<file path="config.mk">
export PLATFORM = sky130hd
export DESIGN_NAME = imem_boot_loader
export DESIGN_NICKNAME = d
export VERILOG_FILES = /design/src/rtl/imem_boot_loader_pkg.sv /design/src/rtl/imem_boot_loader_word_asm.sv /design/src/rtl/imem_boot_loader.sv
export SDC_FILE = /design/constraint.sdc
export NUM_CORES = 1
export LEC_CHECK = 0
export BUFFER_PORTS_ARGS = -buffer_cell sky130_fd_sc_hd__buf_2
export CAP_MARGIN = 10
export CORE_ASPECT_RATIO = 0.8
export CORE_UTILIZATION = 63
export CTS_BUF_LIST = sky130_fd_sc_hd__clkbuf_4 sky130_fd_sc_hd__clkbuf_8
export CTS_CLUSTER_DIAMETER = 150
export DETAILED_ROUTE_END_ITERATION = 7
export PLACE_DENSITY = 0.87
export SYNTH_ARGS = -nofsm -noshare
export SYNTH_HDL_FRONTEND = slang
export SYNTH_HIERARCHICAL = 1
export SYNTH_SLANG_ARGS = --single-unit
</file>
<file path="constraint.sdc">
create_clock -name clk -period 7.8 [get_ports clk]
set_input_delay 1.56 -clock clk [delete_from_list [all_inputs] [get_ports clk]]
set_output_delay 1.56 -clock clk [all_outputs]
set_load 0.02 [all_outputs]
</file>
<file path="src/rtl/imem_boot_loader_pkg.sv">
// rtl/imem_boot_loader_pkg.sv - shared constants for the instruction-memory boot loader
//
// Word width, image length width and the loader FSM state encoding.
// CSUM is only reachable when IMEM_BOOT_LOADER_CHECKSUM_EN is defined.

package imem_boot_loader_pkg;

   localparam int WIDTH = 32;
   localparam int LEN_W = 16;

   localparam logic [2:0] HDR_HI = 3'd0;
   localparam logic [2:0] HDR_LO = 3'd1;
   localparam logic [2:0] DATA   = 3'd2;
   localparam logic [2:0] WRITE  = 3'd3;
   localparam logic [2:0] CSUM   = 3'd4;
   localparam logic [2:0] DONE   = 3'd5;
   localparam logic [2:0] ERR    = 3'd6;

endpackage

</file>
<file path="src/rtl/imem_boot_loader_word_asm.sv">
// rtl/imem_boot_loader_word_asm.sv - packs host bytes into big-endian words
//
// Ports:
//   clk, rst    clock, asynchronous active-high reset
//   shift_en    a data byte is accepted this cycle
//   byte_data   the byte being accepted
//   word        assembled word including the byte presented this cycle
//   word_full   pulse: the byte accepted this cycle completes a word

module loader_word_asm #(
   parameter int WIDTH = 32
) (
   input  logic             clk,
   input  logic             rst,
   input  logic             shift_en,
   input  logic [7:0]       byte_data,
   output logic [WIDTH-1:0] word,
   output logic             word_full
);

   logic [WIDTH-9:0] shreg;
   logic [1:0]       idx;

   // The word is exposed with the current byte already shifted in, so the
   // FSM can register it on the same edge that accepts the last byte.
   assign word      = {shreg, byte_data};
   assign word_full = shift_en && (idx == 2'd3);

   always_ff @(posedge clk or posedge rst) begin
      if (rst) begin
         shreg <= '0;
         idx   <= 2'd0;
      end else if (shift_en) begin
         shreg <= word[WIDTH-9:0];
         idx   <= idx + 2'd1;
      end
   end

endmodule

</file>
<file path="src/rtl/imem_boot_loader.sv">
// rtl/imem_boot_loader.sv - loads a host byte image into instruction memory, then releases the core
//
// Optional feature macro: IMEM_BOOT_LOADER_CHECKSUM_EN (trailing XOR checksum byte).
//
// Ports:
//   clk, rst               clock, asynchronous active-high reset
//   byte_valid/byte_data   host byte stream
//   byte_ready             loader accepts byte_data this cycle
//   imem_we/addr/wdata     instruction memory write port (one-cycle strobe)
//   cpu_rst                core reset, held high until the image is loaded
//   load_done, load_err    sticky completion / rejection flags
//   word_count             words written so far

module imem_boot_loader #(
   parameter int WIDTH     = 32,
   parameter int ADDR_W    = 8,
   parameter int MAX_WORDS = 256
) (
   input  logic              clk,
   input  logic              rst,
   input  logic              byte_valid,
   input  logic [7:0]        byte_data,
   output logic              byte_ready,
   output logic              imem_we,
   output logic [ADDR_W-1:0] imem_addr,
   output logic [WIDTH-1:0]  imem_wdata,
   output logic              cpu_rst,
   output logic              load_done,
   output logic              load_err,
   output logic [15:0]       word_count
);

   import imem_boot_loader_pkg::*;

   localparam logic [LEN_W-1:0] MAX_LEN = LEN_W'(MAX_WORDS);

   logic [2:0]       state;
   logic [LEN_W-1:0] len;
   logic [LEN_W-1:0] count_inc;
   logic [LEN_W-1:0] len_rx;
   logic             accept;
   logic [WIDTH-1:0] word;
   logic             word_full;
`ifdef IMEM_BOOT_LOADER_CHECKSUM_EN
   logic [7:0]       csum;
`endif

   always_comb begin
      byte_ready = 1'b0;
      case (state)
         HDR_HI, HDR_LO, DATA: byte_ready = 1'b1;
`ifdef IMEM_BOOT_LOADER_CHECKSUM_EN
         CSUM:                 byte_ready = 1'b1;
`endif
         default:              byte_ready = 1'b0;
      endcase
   end

   assign accept    = byte_valid && byte_ready;
   assign count_inc = word_count + 16'd1;
   assign len_rx    = {len[15:8], byte_data};

   // Terminal flags come straight from the state so they are sticky and
   // cpu_rst drops on the very edge that enters DONE.
   assign cpu_rst   = (state != DONE);
   assign load_done = (state == DONE);
   assign load_err  = (state == ERR);

   loader_word_asm #(.WIDTH(WIDTH)) u_word_asm (
      .clk       (clk),
      .rst       (rst),
      .shift_en  (accept && (state == DATA)),
      .byte_data (byte_data),
      .word      (word),
      .word_full (word_full)
   );

   always_ff @(posedge clk or posedge rst) begin
      if (rst) begin
         state      <= HDR_HI;
         len        <= '0;
         word_count <= '0;
         imem_we    <= 1'b0;
         imem_addr  <= '0;
         imem_wdata <= '0;
`ifdef IMEM_BOOT_LOADER_CHECKSUM_EN
         csum       <= 8'd0;
`endif
      end else begin
         imem_we <= 1'b0;
`ifdef IMEM_BOOT_LOADER_CHECKSUM_EN
         if (accept && (state != CSUM))
            csum <= csum ^ byte_data;
`endif
         case (state)
            HDR_HI: begin
               if (accept) begin
                  len[15:8] <= byte_data;
                  state     <= HDR_LO;
               end
            end
            HDR_LO: begin
               if (accept) begin
                  len[7:0] <= byte_data;
                  if ((len_rx == '0) || (len_rx > MAX_LEN))
                     state <= ERR;
                  else
                     state <= DATA;
               end
            end
            DATA: begin
               // Write strobe, address and data are registered here so they
               // are valid for exactly the WRITE cycle and hold afterwards.
               if (word_full) begin
                  state      <= WRITE;
                  imem_we    <= 1'b1;
                  imem_addr  <= word_count[ADDR_W-1:0];
                  imem_wdata <= word;
               end
            end
            WRITE: begin
               word_count <= count_inc;
               if (count_inc == len)
`ifdef IMEM_BOOT_LOADER_CHECKSUM_EN
                  state <= CSUM;
`else
                  state <= DONE;
`endif
               else
                  state <= DATA;
            end
`ifdef IMEM_BOOT_LOADER_CHECKSUM_EN
            CSUM: begin
               if (accept)
                  state <= (byte_data == csum) ? DONE : ERR;
            end
`endif
            DONE, ERR: state <= state;
            default:   state <= ERR;
         endcase
      end
   end

endmodule

</file>
==> impl_metrics.toml <==
[status]
run_status = "complete, no violations"

[floorplan]
die-area_mm2 = 0.00789
floorplan.core_area_mm2 = 0.00709
die_height_um = 79.7
dieWidth_um = 99.1
io-pin-count = 72
placementRows = 27
floorplan.initialDensity_pct = 66.9

[hold_path]
min_path_type = "flip-flop to flip-flop"
timing.hold.worst.start = "u_word_asm/idx[0]"
hold-path-cell-count = 1

[final_layout]
final_cell_count_no_fill = 501
final_common_cell = "sky130_fd_sc_hd__dfrtp_1"
drive_above_1_share_pct = 45.7
final_design_area_no_fill_mm2 = 0.00527
fill_cells = 471
n_antenna_cell = 0
syn2layout_area_growth_pct = 10.9
nets = 422
most-common-layout-cells = "sky130_fd_sc_hd__dfrtp_1, sky130_fd_sc_hd__buf_2, sky130_fd_sc_hd__mux2_2"

[worst_setup_path]
worst-r2r-setup-slack_ps = 4640
rr_worst_depth = 7
start_kind = "primary input"
criticalPathCategory = "primary input to flip-flop"
critical_path_arrival_ps = 4020
end_kind = "flip-flop"
worstSetupEndpoint = "imem_wdata[14]"
worst_ep_required_ps = 8060
worst-path-max-fanout = 34
r2r_start = "state[2]"
crit_start = "byte_valid"
critical_path.reg2reg.endpoint = "imem_wdata[14]"

[global_routing]
antenna_found_initial = 0
grt_start_max_net_pins = 77
global_route_wire_length_before_repair_um = 14700
gr-usage-all-layers_pct = 24.8
grt_overflow_total = 0
first_global_vias = 2797

[power_and_ir_drop]
power_per_cell_area_mw_per_mm2 = 172
leakage_power_total_uw = 0.00271
max-vdd-ir-drop_v = 0.000120
design_power_total_uw = 907

[placed_design]
placed_area_mm2 = 0.00505
gpl.final_weighted_congestion = 0.866
io_buffers = 71
post-place-cells = 485
dp_hpwl_um = 6040

[route]
wl_per_cell_um = 17.7
vias = 2930
drc_errors = 0
detail_route.vias_per_cell = 5.85
firstDrtPassIters = 5
drt_iter0_markers = 191
detail_route.wirelength_um = 8870
remaining_antenna_violation_count_after_routing = 0

[timing]
fin_crit_sh_pct = 48.2
final_period_minus_worst_setup_slack_ps = 3760
clock-skew-final_ps = 7.86
timing.final.max_slew_violations = 0
setup-tns-final_ps = 0
fmax_mhz = 266
max-slew-margin-rel_pct = 36.2
worstMarginPinSlew_ps = 955
setup_viol = 0
rsz_0062_raised_after_global_routing = "no"
hold_violations = 0

[synth]
post_synth_num_cell_types = 48
number_of_enable_type_register_cells_in_the_synthesized_netlist = 0
syn_area_mm2 = 0.00475
synth_area_per_cell_um2 = 13.5
postSynth.topFlopCell = "sky130_fd_sc_hd__dfrtp_1"
synth.yosys.warnings = 6
synthesis.instances = 352
synth_seq_cells = 102
synthesized_net_count = 365
synth-seq-area-share_pct = 53.7
async_flop_share_pct = 100

[cts]
ctsLongestPathBuffers = 2
number_of_clock_buffers_inserted_by_tritoncts = 9
clk_root_buffer_cell = "sky130_fd_sc_hd__clkbuf_8"
worst_setup_hold_path_clk_slew_ps = 100
postCtsSetupRepairBufs = 0
cts_htree_levels = 3
cts_tree = "done"
cts_resized = 0
cts.sinks = 102
cts_hold_repair.buffers = 0
clock_latency_ps = 370

[run]
drv_cap = 0
==> how the worst min path moves through the flow <==
stage	endpoint
finish	u_word_asm/idx[0]
floorplan	u_word_asm/idx[0]
global route	u_word_asm/idx[0]
global placement	u_word_asm/idx[0]
detailed placement	u_word_asm/idx[0]
CTS	u_word_asm/idx[0]
==> sequential cells by signal, indices dropped and copies added, names as in the netlist <==
name	cells
imem_addr	8
imem_wdata	32
imem_we	1
len	16
state	3
u_word_asm/idx	2
u_word_asm/shreg	24
word_count	16
==> synthesized netlist by cell type, drive strengths merged (2+ instances only) <==
cell / n / area share, %
a21oi: 2 / 0.21
xnor2: 23 / 4.2
and2: 5 / 0.66
ha: 2 / 0.53
nand4: 5 / 0.97
and4: 3 / 0.61
buf: 25 / 4.0
a211oi: 4 / 0.95
a31oi: 3 / 0.40
dfrtp: 102 / 54
nor2: 10 / 0.79
and3: 4 / 0.55
inv: 4 / 0.32
clkbuf: 3 / 0.24
nand2: 15 / 1.2
nor4: 6 / 1.4
nor3: 7 / 0.84
a41oi: 2 / 0.37
mux2: 83 / 21
o21ai: 3 / 0.32
nor2b: 5 / 0.66
nand3: 9 / 0.95
xor2: 14 / 2.6
==> logic make-up after synthesis <==
family,after synthesis,synth area share [%]
buffers and inverters,32,4.58
multiplexers,84,21.3
AND/OR/NAND/NOR,76,9.69
adder cells (fa/ha/maj),2,0.527
XOR/XNOR,37,6.82
flip-flops,102,53.7
AO/OA/AOI/OAI,19,3.32
==> power by group <==
part	leakage, uW	internal (uW)	switching (uW)
clock	0.000106	157	191
combinational	0.00120	7.93	18.4
sequential	0.00141	530	2.62
==> layer usage <==
layer  routed length, um  track usage [%]  vias up
li1                    -                -     1341
met1                4180             37.1     1475
met2                3970             36.1      105
met3                 618             5.69        9
met4                  97             8.24        0
met5                   0                0        -
==> through the flow <==
step / hold WS, ps / util (%) / setup WS (ps)
after floorplan: 445 / - / 4300
after global placement: 459 / 71.2 / 3730
after detailed placement: 463 / 71.2 / 3630
after CTS: 479 / 74.2 / 4030
after global routing: 504 / 74.2 / 3870
final: 472 / 74.2 / 4040
==> layout make-up <==
type                       count  area (um^2)  share of cell area [%]
inverter                       4         15.0                   0.285
tap                           87          109                    2.07
multi-input combinational    218         2000                    38.0
clock inverter                 7         88.8                    1.69
sequential                   102         2550                    48.5
timing repair buffer          74          378                    7.18
clock buffer                   9          124                    2.35
==> worst max-delay path, stage by stage <==
cell and delay (ps):
sky130_fd_sc_hd__buf_2 100, sky130_fd_sc_hd__nand2b_1 90, sky130_fd_sc_hd__nor3b_2 160, sky130_fd_sc_hd__buf_4 420, sky130_fd_sc_hd__and2_1 210, sky130_fd_sc_hd__nor4bb_4 570, sky130_fd_sc_hd__buf_4 490, sky130_fd_sc_hd__mux2_2 400
No activity file was read; power rests on OpenSTA's default activity.
